==> src/rtl/seven_seg_pkg.sv <==
// Shared types and constants for the 7-segment scan controller.
// State encoding and the two fixed segment patterns.
package seven_seg_pkg;

    typedef enum logic [1:0] {
        ST_IDLE,
        ST_BLANK,
        ST_DRIVE
    } scan_state_t;

    localparam logic [6:0] SEG_BLANK = 7'h7F;
    localparam logic [6:0] SEG_DASH  = 7'h3F;

endpackage

==> src/rtl/bcd_to_7seg.sv <==
// BCD to 7-segment decoder, active-low, bit0=a .. bit6=g.
// Codes above 9 decode to all segments off.
module bcd_to_7seg
    import seven_seg_pkg::*;
(
    input  logic [3:0] bcd,
    output logic [6:0] seg
);

    always_comb begin
        seg = SEG_BLANK;
        unique case (bcd)
            4'd0:    seg = 7'h40;
            4'd1:    seg = 7'h79;
            4'd2:    seg = 7'h24;
            4'd3:    seg = 7'h30;
            4'd4:    seg = 7'h19;
            4'd5:    seg = 7'h12;
            4'd6:    seg = 7'h02;
            4'd7:    seg = 7'h78;
            4'd8:    seg = 7'h00;
            4'd9:    seg = 7'h10;
            default: seg = SEG_BLANK;
        endcase
    end

endmodule

==> src/rtl/seven_seg_scan_ctrl.sv <==
// Multiplexed common-anode 7-segment scanner with guard blanking,
// double-buffered digit data and leading-zero suppression.
module seven_seg_scan_ctrl
    import seven_seg_pkg::*;
#(
    parameter int NUM_DIGITS  = 4,
    parameter int REFRESH_DIV = 1000,
    parameter int GUARD       = 2
) (
    input  logic                          clk,
    input  logic                          rst_n,
    input  logic                          en,
    input  logic                          load,
    input  logic [4*NUM_DIGITS-1:0]       digits_in,
    input  logic                          blank_lz,
    output logic [6:0]                    seg,
    output logic [NUM_DIGITS-1:0]         an,
    output logic [$clog2(NUM_DIGITS)-1:0] digit_idx,
    output logic                          frame_done
);

    localparam int IW = $clog2(NUM_DIGITS);
    localparam int CW = $clog2(REFRESH_DIV);
    localparam int DW = 4 * NUM_DIGITS;

    scan_state_t     state;
    logic [CW-1:0]   cnt;
    logic [DW-1:0]   active;
    logic [DW-1:0]   pending;

    scan_state_t     nstate;
    logic [CW-1:0]   ncnt;
    logic [IW-1:0]   nidx;
    logic [DW-1:0]   nactive;
    logic            frame_start;

    logic [3:0]            code;
    logic [6:0]            dec_seg;
    logic [NUM_DIGITS-1:0] lz_mask;
    logic                  zero_above;
    logic [6:0]            nseg;
    logic [NUM_DIGITS-1:0] nan;
    logic                  nfd;

    // Outputs are registered from next-state values so they line up
    // with the state they describe.
    always_comb begin
        nstate      = state;
        ncnt        = cnt;
        nidx        = digit_idx;
        nactive     = active;
        frame_start = 1'b0;
        if (!en) begin
            nstate = ST_IDLE;
            ncnt   = '0;
            nidx   = '0;
        end else begin
            unique case (state)
                ST_IDLE: begin
                    nstate      = ST_BLANK;
                    ncnt        = '0;
                    nidx        = '0;
                    frame_start = 1'b1;
                end
                ST_BLANK: begin
                    ncnt = cnt + 1'b1;
                    if (cnt == CW'(GUARD - 1))
                        nstate = ST_DRIVE;
                end
                ST_DRIVE: begin
                    if (cnt == CW'(REFRESH_DIV - 1)) begin
                        nstate = ST_BLANK;
                        ncnt   = '0;
                        if (digit_idx == IW'(NUM_DIGITS - 1)) begin
                            nidx        = '0;
                            frame_start = 1'b1;
                        end else begin
                            nidx = digit_idx + 1'b1;
                        end
                    end else begin
                        ncnt = cnt + 1'b1;
                    end
                end
                default: nstate = ST_IDLE;
            endcase
        end
        if (frame_start)
            nactive = load ? digits_in : pending;
    end

    always_comb begin
        lz_mask    = '0;
        zero_above = 1'b1;
        for (int i = NUM_DIGITS - 1; i >= 1; i--) begin
            zero_above = zero_above && (nactive[4*i +: 4] == 4'd0);
            lz_mask[i] = zero_above;
        end
    end

    assign code = nactive[{nidx, 2'b00} +: 4];

    bcd_to_7seg u_dec (
        .bcd (code),
        .seg (dec_seg)
    );

    always_comb begin
        nseg = SEG_BLANK;
        nan  = '1;
        if (nstate == ST_DRIVE) begin
            nan = ~(NUM_DIGITS'(1) << nidx);
            if (blank_lz && lz_mask[nidx])
                nseg = SEG_BLANK;
            else if (code > 4'd9)
                nseg = SEG_DASH;
            else
                nseg = dec_seg;
        end
        nfd = (nstate == ST_DRIVE)
            && (ncnt == CW'(REFRESH_DIV - 1))
            && (nidx == IW'(NUM_DIGITS - 1));
    end

    always_ff @(posedge clk) begin
        if (!rst_n) begin
            state      <= ST_IDLE;
            cnt        <= '0;
            digit_idx  <= '0;
            active     <= '0;
            pending    <= '0;
            seg        <= SEG_BLANK;
            an         <= '1;
            frame_done <= 1'b0;
        end else begin
            state      <= nstate;
            cnt        <= ncnt;
            digit_idx  <= nidx;
            active     <= nactive;
            if (load)
                pending <= digits_in;
            seg        <= nseg;
            an         <= nan;
            frame_done <= nfd;
        end
    end

endmodule

==> config.mk <==
export PLATFORM = sky130hd
export DESIGN_NAME = seven_seg_scan_ctrl
export DESIGN_NICKNAME = d
export VERILOG_FILES = /design/src/rtl/seven_seg_pkg.sv /design/src/rtl/bcd_to_7seg.sv /design/src/rtl/seven_seg_scan_ctrl.sv
export SDC_FILE = /design/constraint.sdc
export NUM_CORES = 1
export LEC_CHECK = 0
export BUFFER_PORTS_ARGS = -buffer_cell sky130_fd_sc_hd__buf_2
export CORE_MARGIN = 3
export CORE_UTILIZATION = 50
export CTS_CLUSTER_DIAMETER = 80
export DETAILED_ROUTE_END_ITERATION = 8
export PLACE_DENSITY_LB_ADDON = 0.08
export RECOVER_POWER = 100
export SLEW_MARGIN = 20
export SYNTH_ARGS = -nofsm -noshare
export SYNTH_HDL_FRONTEND = slang
export SYNTH_SLANG_ARGS = --single-unit
export TNS_END_PERCENT = 1
==> constraint.sdc <==
create_clock -name clk -period 3.3 [get_ports clk]
set_input_delay 0.825 -clock clk [delete_from_list [all_inputs] [get_ports clk]]
set_output_delay 0.825 -clock clk [all_outputs]
set_load 0.005 [all_outputs]
Yosys cells after proc, flatten, opt, wreduce, memory -nomap -nowiden. Memories as Yosys holds them, arrays and structs flattened. Index checks and enable logic that the tools add are counted.

Bits in read-only memories: 112. Logic and storage cells: 59. Register bits: 58. Input bits: 21. Output and inout bits: 14. Memories kept: 1.

Add/subtract/negate cells: 2. Reductions and logical operators: 12. Equal/unequal tests: 8. Shifts and indexed selects: 2. Magnitude comparators: 2. Bitwise operators: 3. Multiplexer cells: 20.

Memory list: (no name shown) (depth 16, width 7, read ports 1, clocked after memory_dff 0, wr ports 0, RTL line bcd_to_7seg.sv:12) `unique case (bcd)`.

Operators by type and width (count): $mux W16 (2); $pmux W10 S3 (1); $eq A10 B10 Y1 const B (2); $mux W10 (2); $shiftx A16 B5 Y4 (1); $logic_not A4 Y1 (3); $mux W2 (6); $add A10 B1 Y10 const B (1); $eq A10 B1 Y1 const B (1); $eq A2 B2 Y1 const B (4); $mux W7 (1); $pmux W2 S3 (1); $logic_and A1 B1 Y1 (5); $gt A4 B4 Y1 const B (1); $mux W1 (4); $not A4 Y4 (1); $pmux W2 S2 (1); $reduce_or A4 Y1 (1); $shl A1 B2 Y4 const A (1); $lt A2 B3 Y1 const B (1); $reduce_or A3 Y1 (1); $add A2 B1 Y2 const B (1); $bmux W1 S2 (1); $eq A2 B1 Y1 const B (1); other kinds (4) (5).

Logic depth before layout (Yosys ltp).
Word-level depth: 13. Gate-level depth with buffers: 14. Depth with buffers taken out: 13.

Modules after synthesis. Synthesis repeated with hierarchy kept, for this count alone.

Cells, all modules: 340. Area total of the unflattened synthesis: 3054.2 µm².

By module, submodules not included: seven_seg_scan_ctrl (instances 1, area an instance 2844.0 µm², seq. area each 1161.1 µm², cells an instance 307); bcd_to_7seg (instances 1, area an instance 210.2 µm², seq. area each 0.0 µm², cells an instance 33).

Worst setup path before layout. Ideal clock, no wire load.

Kind: input to register. From: input port load. To: register seg[6]. Data required time: 3.174 ns. Path slack: 0.082 ns. Setup time: 0.126 ns. Buffers on the path: 2. Data arrival time: 3.092 ns. Cell stages on the path: 11. Path through: buf_2 > buf_2 > mux2_2 > mux2i_1 > mux2i_1 > o21ai_0 > inv_1 > ha_1 > or2_2 > a41oi_1 > o21ai_1.

Cells in the longest elaborated chain, start to end: 9. Elaborated cells between the ends (all ways): 15. Classes of those cells: order compare (1); shift (1); mux (5); reduce/logical (7); memory (1).

RTL lines: start, declared (RTL line seven_seg_scan_ctrl.sv:13) `input logic load,`; $mux W16 *; $mux W16 * (RTL line seven_seg_scan_ctrl.sv:87) `if (frame_start)`; parallel branches: the longest is 7 deep, another holds $mem_v2 Z16 W7; end signal, assigned (RTL line seven_seg_scan_ctrl.sv:141) `seg <= nseg;`; end, declared (RTL line seven_seg_scan_ctrl.sv:16) `output logic [6:0] seg,`.

Mark *: on every way between the ends. The select of a mux whose other input is x is not followed. A chain may end at the register's enable or synchronous reset.

Worst setup path in the final report.
From: register cnt[1]. To: register seg[2].

Cells in the longest elaborated chain, start to end: 12. Elaborated cells between the ends (all ways): 27. Classes of those cells: order compare (1); eq/ne (3); shift (1); mux (13); bitwise (1); reduce/logical (7); memory (1).

RTL lines: start, declared (RTL line seven_seg_scan_ctrl.sv:27) `logic [CW-1:0] cnt;`; start signal, assigned (RTL line seven_seg_scan_ctrl.sv:136) `cnt <= ncnt;`; parallel branches: the longest is 12 deep, another holds $gt A4 B4 Y1.

Several ways; the timed one is not identified. The select of a mux whose other input is x is not followed.

==> results.md <==
- The number of global-route vias before repair was roughly 2300.
- The max-slew violation count came to 0.
- The xor/xnor cell area share of the yosys netlist is under 10%.
- After synthesis the cells add up to around 2900 sq um.
- The full die area is 6775 sq um.
- The top cell type by area accounts for about two fifths of the synthesized area.
- The portion of synthesized area spent on multiplexers is a little under a tenth.
- The number of buffers added by the clock tree synthesis step is 9.
- The simple logic cell fraction of the synthesized area is a little under a quarter.
- By area the synthesized netlist is led by sky130_fd_sc_hd__dfxtp_1, sky130_fd_sc_hd__mux2i_1, sky130_fd_sc_hd__nor2_1, sky130_fd_sc_hd__nand2_1, sky130_fd_sc_hd__ha_1.
- The distinct cell type count of the synthesized netlist is 57.
- On the worst path, the slowest cell contributes a delay of approximately 0.41 ns.
- Row generation in the floorplan step produced 27 rows.
- The tool flagged a number of max-cap violations equal to 0.
- The routed wirelength normalized by instance count is 14.57 microns.
- For this design, the CTS-stage hold fixing added 0 buffers.
- The later pin in the worst-skew pair is clocked with a latency of approximately 0.33 ns.
- Clock-pin slew was measured on the worst setup and hold paths at ~0.060 ns.
- The analysis attributes to cell leakage a power of approximately 1.3 nW.
- The maximum vdd drop is 0.0002572 V.
- The synthesized flop and latch total is between 50 and 60.
- The average instance in the mapped netlist occupies 8.770 sq um.
- The first global-routing pass estimated ~11 mm of wire.
- The pre-antenna-repair detailed-routing pass consisted of 4 iterations.
- The post-route cell area is 3332 sq um.
- The number of ports placed on the die boundary is 35.
- The most critical setup path has its startpoint at cnt[1].
- For this run, the leading register cell type out of synthesis is sky130_fd_sc_hd__dfxtp_1.
- The number of antenna violations at the first check in global routing is 0.
- The maximum number of buffers from clock root to sink is 2.
- In this run the most critical hold path is launched from active[0].
- The register area share after synthesis is 39.88%.
- In this run the standard cell core region covers between 5000 and 6000 sq um.
- The number of enable-type register cells in the synthesized netlist is 0.
- The share of layout cells above drive strength 1 is 16.36%.
- The transition time of the tightest slew-check pin is 0.9400 ns.
- The total congestion overflow after global routing is 0.
- The classification of the worst setup path is register to register.
- For this run, the post-layout net count is between 400 and 500.
- In the synthesized netlist the async set-or-reset flop fraction comes to 0%.
- The final hold slack is between 0.4 and 0.5 ns.
- The highest attainable clock frequency is ~0.32 GHz.
- The all-layer global routing usage is between 20% and 30%.
- The number of nets still failing antenna checks after routing is 0.
- The signal on the critical path passes through ha_2, nand4_1, clkbuf_1, o31ai_4, nand2_1, a21oi_1, mux2i_1, o21ai_0, buf_4, inv_1, ha_1, or2_2, nand4_1, a21oi_2, o31ai_1.
- The endpoint arrival time on the critical path is roughly 3.4 ns.
- The setup fix buffers added after clock tree synthesis is 0.
- The horizontal extent of the die is a little over 80 microns.
- The total half-perimeter wirelength after legalization and detailed placement is just under 5 mm.
- The class of the most critical hold timing path is register to register.
- Setup repair after global routing left no endpoint under its margin.
- Entering global routing, the biggest net connects 31 pins.
- The detailed router finished its first iteration with roughly 120 violations.
- The count of placed standard cells including taps is approximately 440.
- The run finished with clean final reports.
- The tree is rooted in a sky130_fd_sc_hd__clkbuf_8.
- After filler insertion, the fill cell instance count of the layout stands at between 500 and 600.
- Leaving out fill and tap cells, the most frequent cell in the layout is sky130_fd_sc_hd__dfxtp_1.
- The master of the slowest instance on the critical path is sky130_fd_sc_hd__dfxtp_1.
- The largest delay contributor family on the critical path is compound AO/OA/AOI/OAI gates.
- Summed over all failing endpoints, the final setup total negative slack is 0 ns.
- The number of buffers inserted by port buffering is 34.
- After detailed routing, the number of vias per cell comes to around 5.5.
- Summing all multi-input logic gate instances after layout gives roughly 1600 sq um.
- Synthesis handed over a netlist of 332 instances.
- The library cells used most frequently in the layout, excluding fill and tap cells, are sky130_fd_sc_hd__dfxtp_1, sky130_fd_sc_hd__nor2_1, sky130_fd_sc_hd__nand2_1.
- The part of the cycle the worst path needs is between 90% and 100%.
- The post-route DRC violation count is 0.
- The cell taking the most area after synthesis is sky130_fd_sc_hd__dfxtp_1.
- When the netlist entered floorplanning its net count stood at between 300 and 400.
- Counting both buffers and inverters, the worst setup path holds a total of 3.
- The count of inserted antenna diode cells is 0.
- The total via count after detailed routing is between 2000 and 2500.
- The cell that appears most often on the critical path is sky130_fd_sc_hd__nand4_1.
- STA classifies the critical path startpoint as a register.
- In this run the worst path has a maximum fanout of 6.
- The fraction of the mapped netlist area in adder cells is under 10%.
- Dividing total power by cell area gives a power density of 456.0 nW/um^2.
- The count of H-tree levels built during CTS is 3.
- The post-synthesis compound-gate area fraction is between 15 and 20%.
- By area, the combinational part of the netlist is dominated by simple AND/OR/NAND/NOR gates.
- At the worst endpoint, the required time is ~3.5 ns.
- In this run, post-CTS repair resized a total of 0 instances.
- The headroom to the max-slew limit is between 30% and 40%.
- The count of synthesis-stage warnings from yosys is 0.
- The cell area after placement is around 3200 sq um.
- The critical path endpoint category is a register.
- The number of endpoints with negative hold slack in the final report is 0.
- The chip height is between 80 and 90 microns.
- The final worst clock skew is 0.007203 ns.
- The final weighted congestion of routability-driven global placement is roughly 0.86.
- Setup violations remaining at the end of the flow were counted as 0.
- The area growth from synthesis to final layout is 14.44%.
- Once the floorplan was initialized, standard cells occupied between 50% and 60% of the core.
- The worst flop-to-flop path startpoint is cnt[1].
- The post-route non-filler standard cell count is between 400 and 500.
- Across the whole layout, storage elements account for between 1000 and 1500 sq um.
- For this block, the routed nets add up to approximately 6.6 mm of wire.
- The total clock sinks is 58.
- After layout, the minimum clock period comes to between 3 and 4 ns.
- The CTS tree is built.
-- worst min-delay path: stages, from the launching register on --
cell and delay, ns:
sky130_fd_sc_hd__dfxtp_1 0.30, sky130_fd_sc_hd__nand2_1 0.07, sky130_fd_sc_hd__a21oi_1 0.06
-- kinds of logic (layout without fill, tap and decap cells) --
family	Yosys count	count (layout)
simple gates	139	139
compound gates	66	66
flops	58	58
buf+inv	27	74
mux	26	26
fa+ha+maj	8	8
xor+xnor	8	8
-- worst paths after layout --
check / end / slack, ns / cells past startpoint
worst min-delay path: active[0] / 0.47 / 2
worst max-delay path: seg[2] / 0.17 / 15
worst max register to register: seg[2] / 0.17 / 15
worst min register to register: active[0] / 0.47 / 2
-- cell type report --
cell class,instances,share of cell area [%]
clock inverters,2,0.3755
well taps,72,2.704
multi-input cells,247,48.59
repair buffers,49,7.548
inverters,10,1.127
clock buffers,13,4.769
flip-flops and latches,58,34.89
-- power by group --
| group | switching (mW) | total, mW | internal (mW) |
|---|---|---|---|
| Sequential | 0.0131 | 0.744 | 0.731 |
| Combinational | 0.119 | 0.203 | 0.0849 |
| Clock | 0.264 | 0.572 | 0.308 |
| Total | 0.395 | 1.52 | 1.12 |
-- cell usage after synthesis (all sizes together) (2+ instances only) --
cell type  number
xor2            5
a22oi           2
clkbuf          8
nand4           7
buf             9
nor2           47
xnor2           3
and3            6
nor4            4
inv            10
nand3          10
nand3b          2
o211ai          2
a31oi           3
or4             4
o21ai          16
mux2            6
dfxtp          58
a31o            2
a311oi          2
nand2          30
ha              8
and2            5
or2             2
o31ai           5
a211oi          9
a21oi          17
mux2i          20
nor3           14
nand2b          2
nor4b           2
-- registers in the layout, indices dropped and copies added (netlist names) --
register	flops
pending	16
state	2
an	4
seg	7
cnt	10
frame_done	1
active	16
digit_idx	2
-- metrics by stage --
step,worst slack [ns],util [%],power (mW)
3_5_place_dp,0.2173,57.31,0.9645
3_3_place_gp,0.2278,57.31,0.9626
5_1_grt,0.01075,59.78,1.595
6_report,0.1724,59.78,1.519
4_1_cts,0.1859,60.38,1.538
2_1_floorplan,0.08160,-,0.9053
-- routing by layer --
layer | share of wire [%] | up-vias | track usage, % | wire (microns)
met5 | 0 | - | 0 | 0
met4 | 3.0 | 0 | 10.63 | 194
met3 | 5.9 | 18 | 6.399 | 390
met2 | 45 | 65 | 31.49 | 2925
li1 | - | 1278 | - | -
met1 | 47 | 1119 | 28.37 | 3058
No activity file was read; power rests on OpenSTA's default activity.
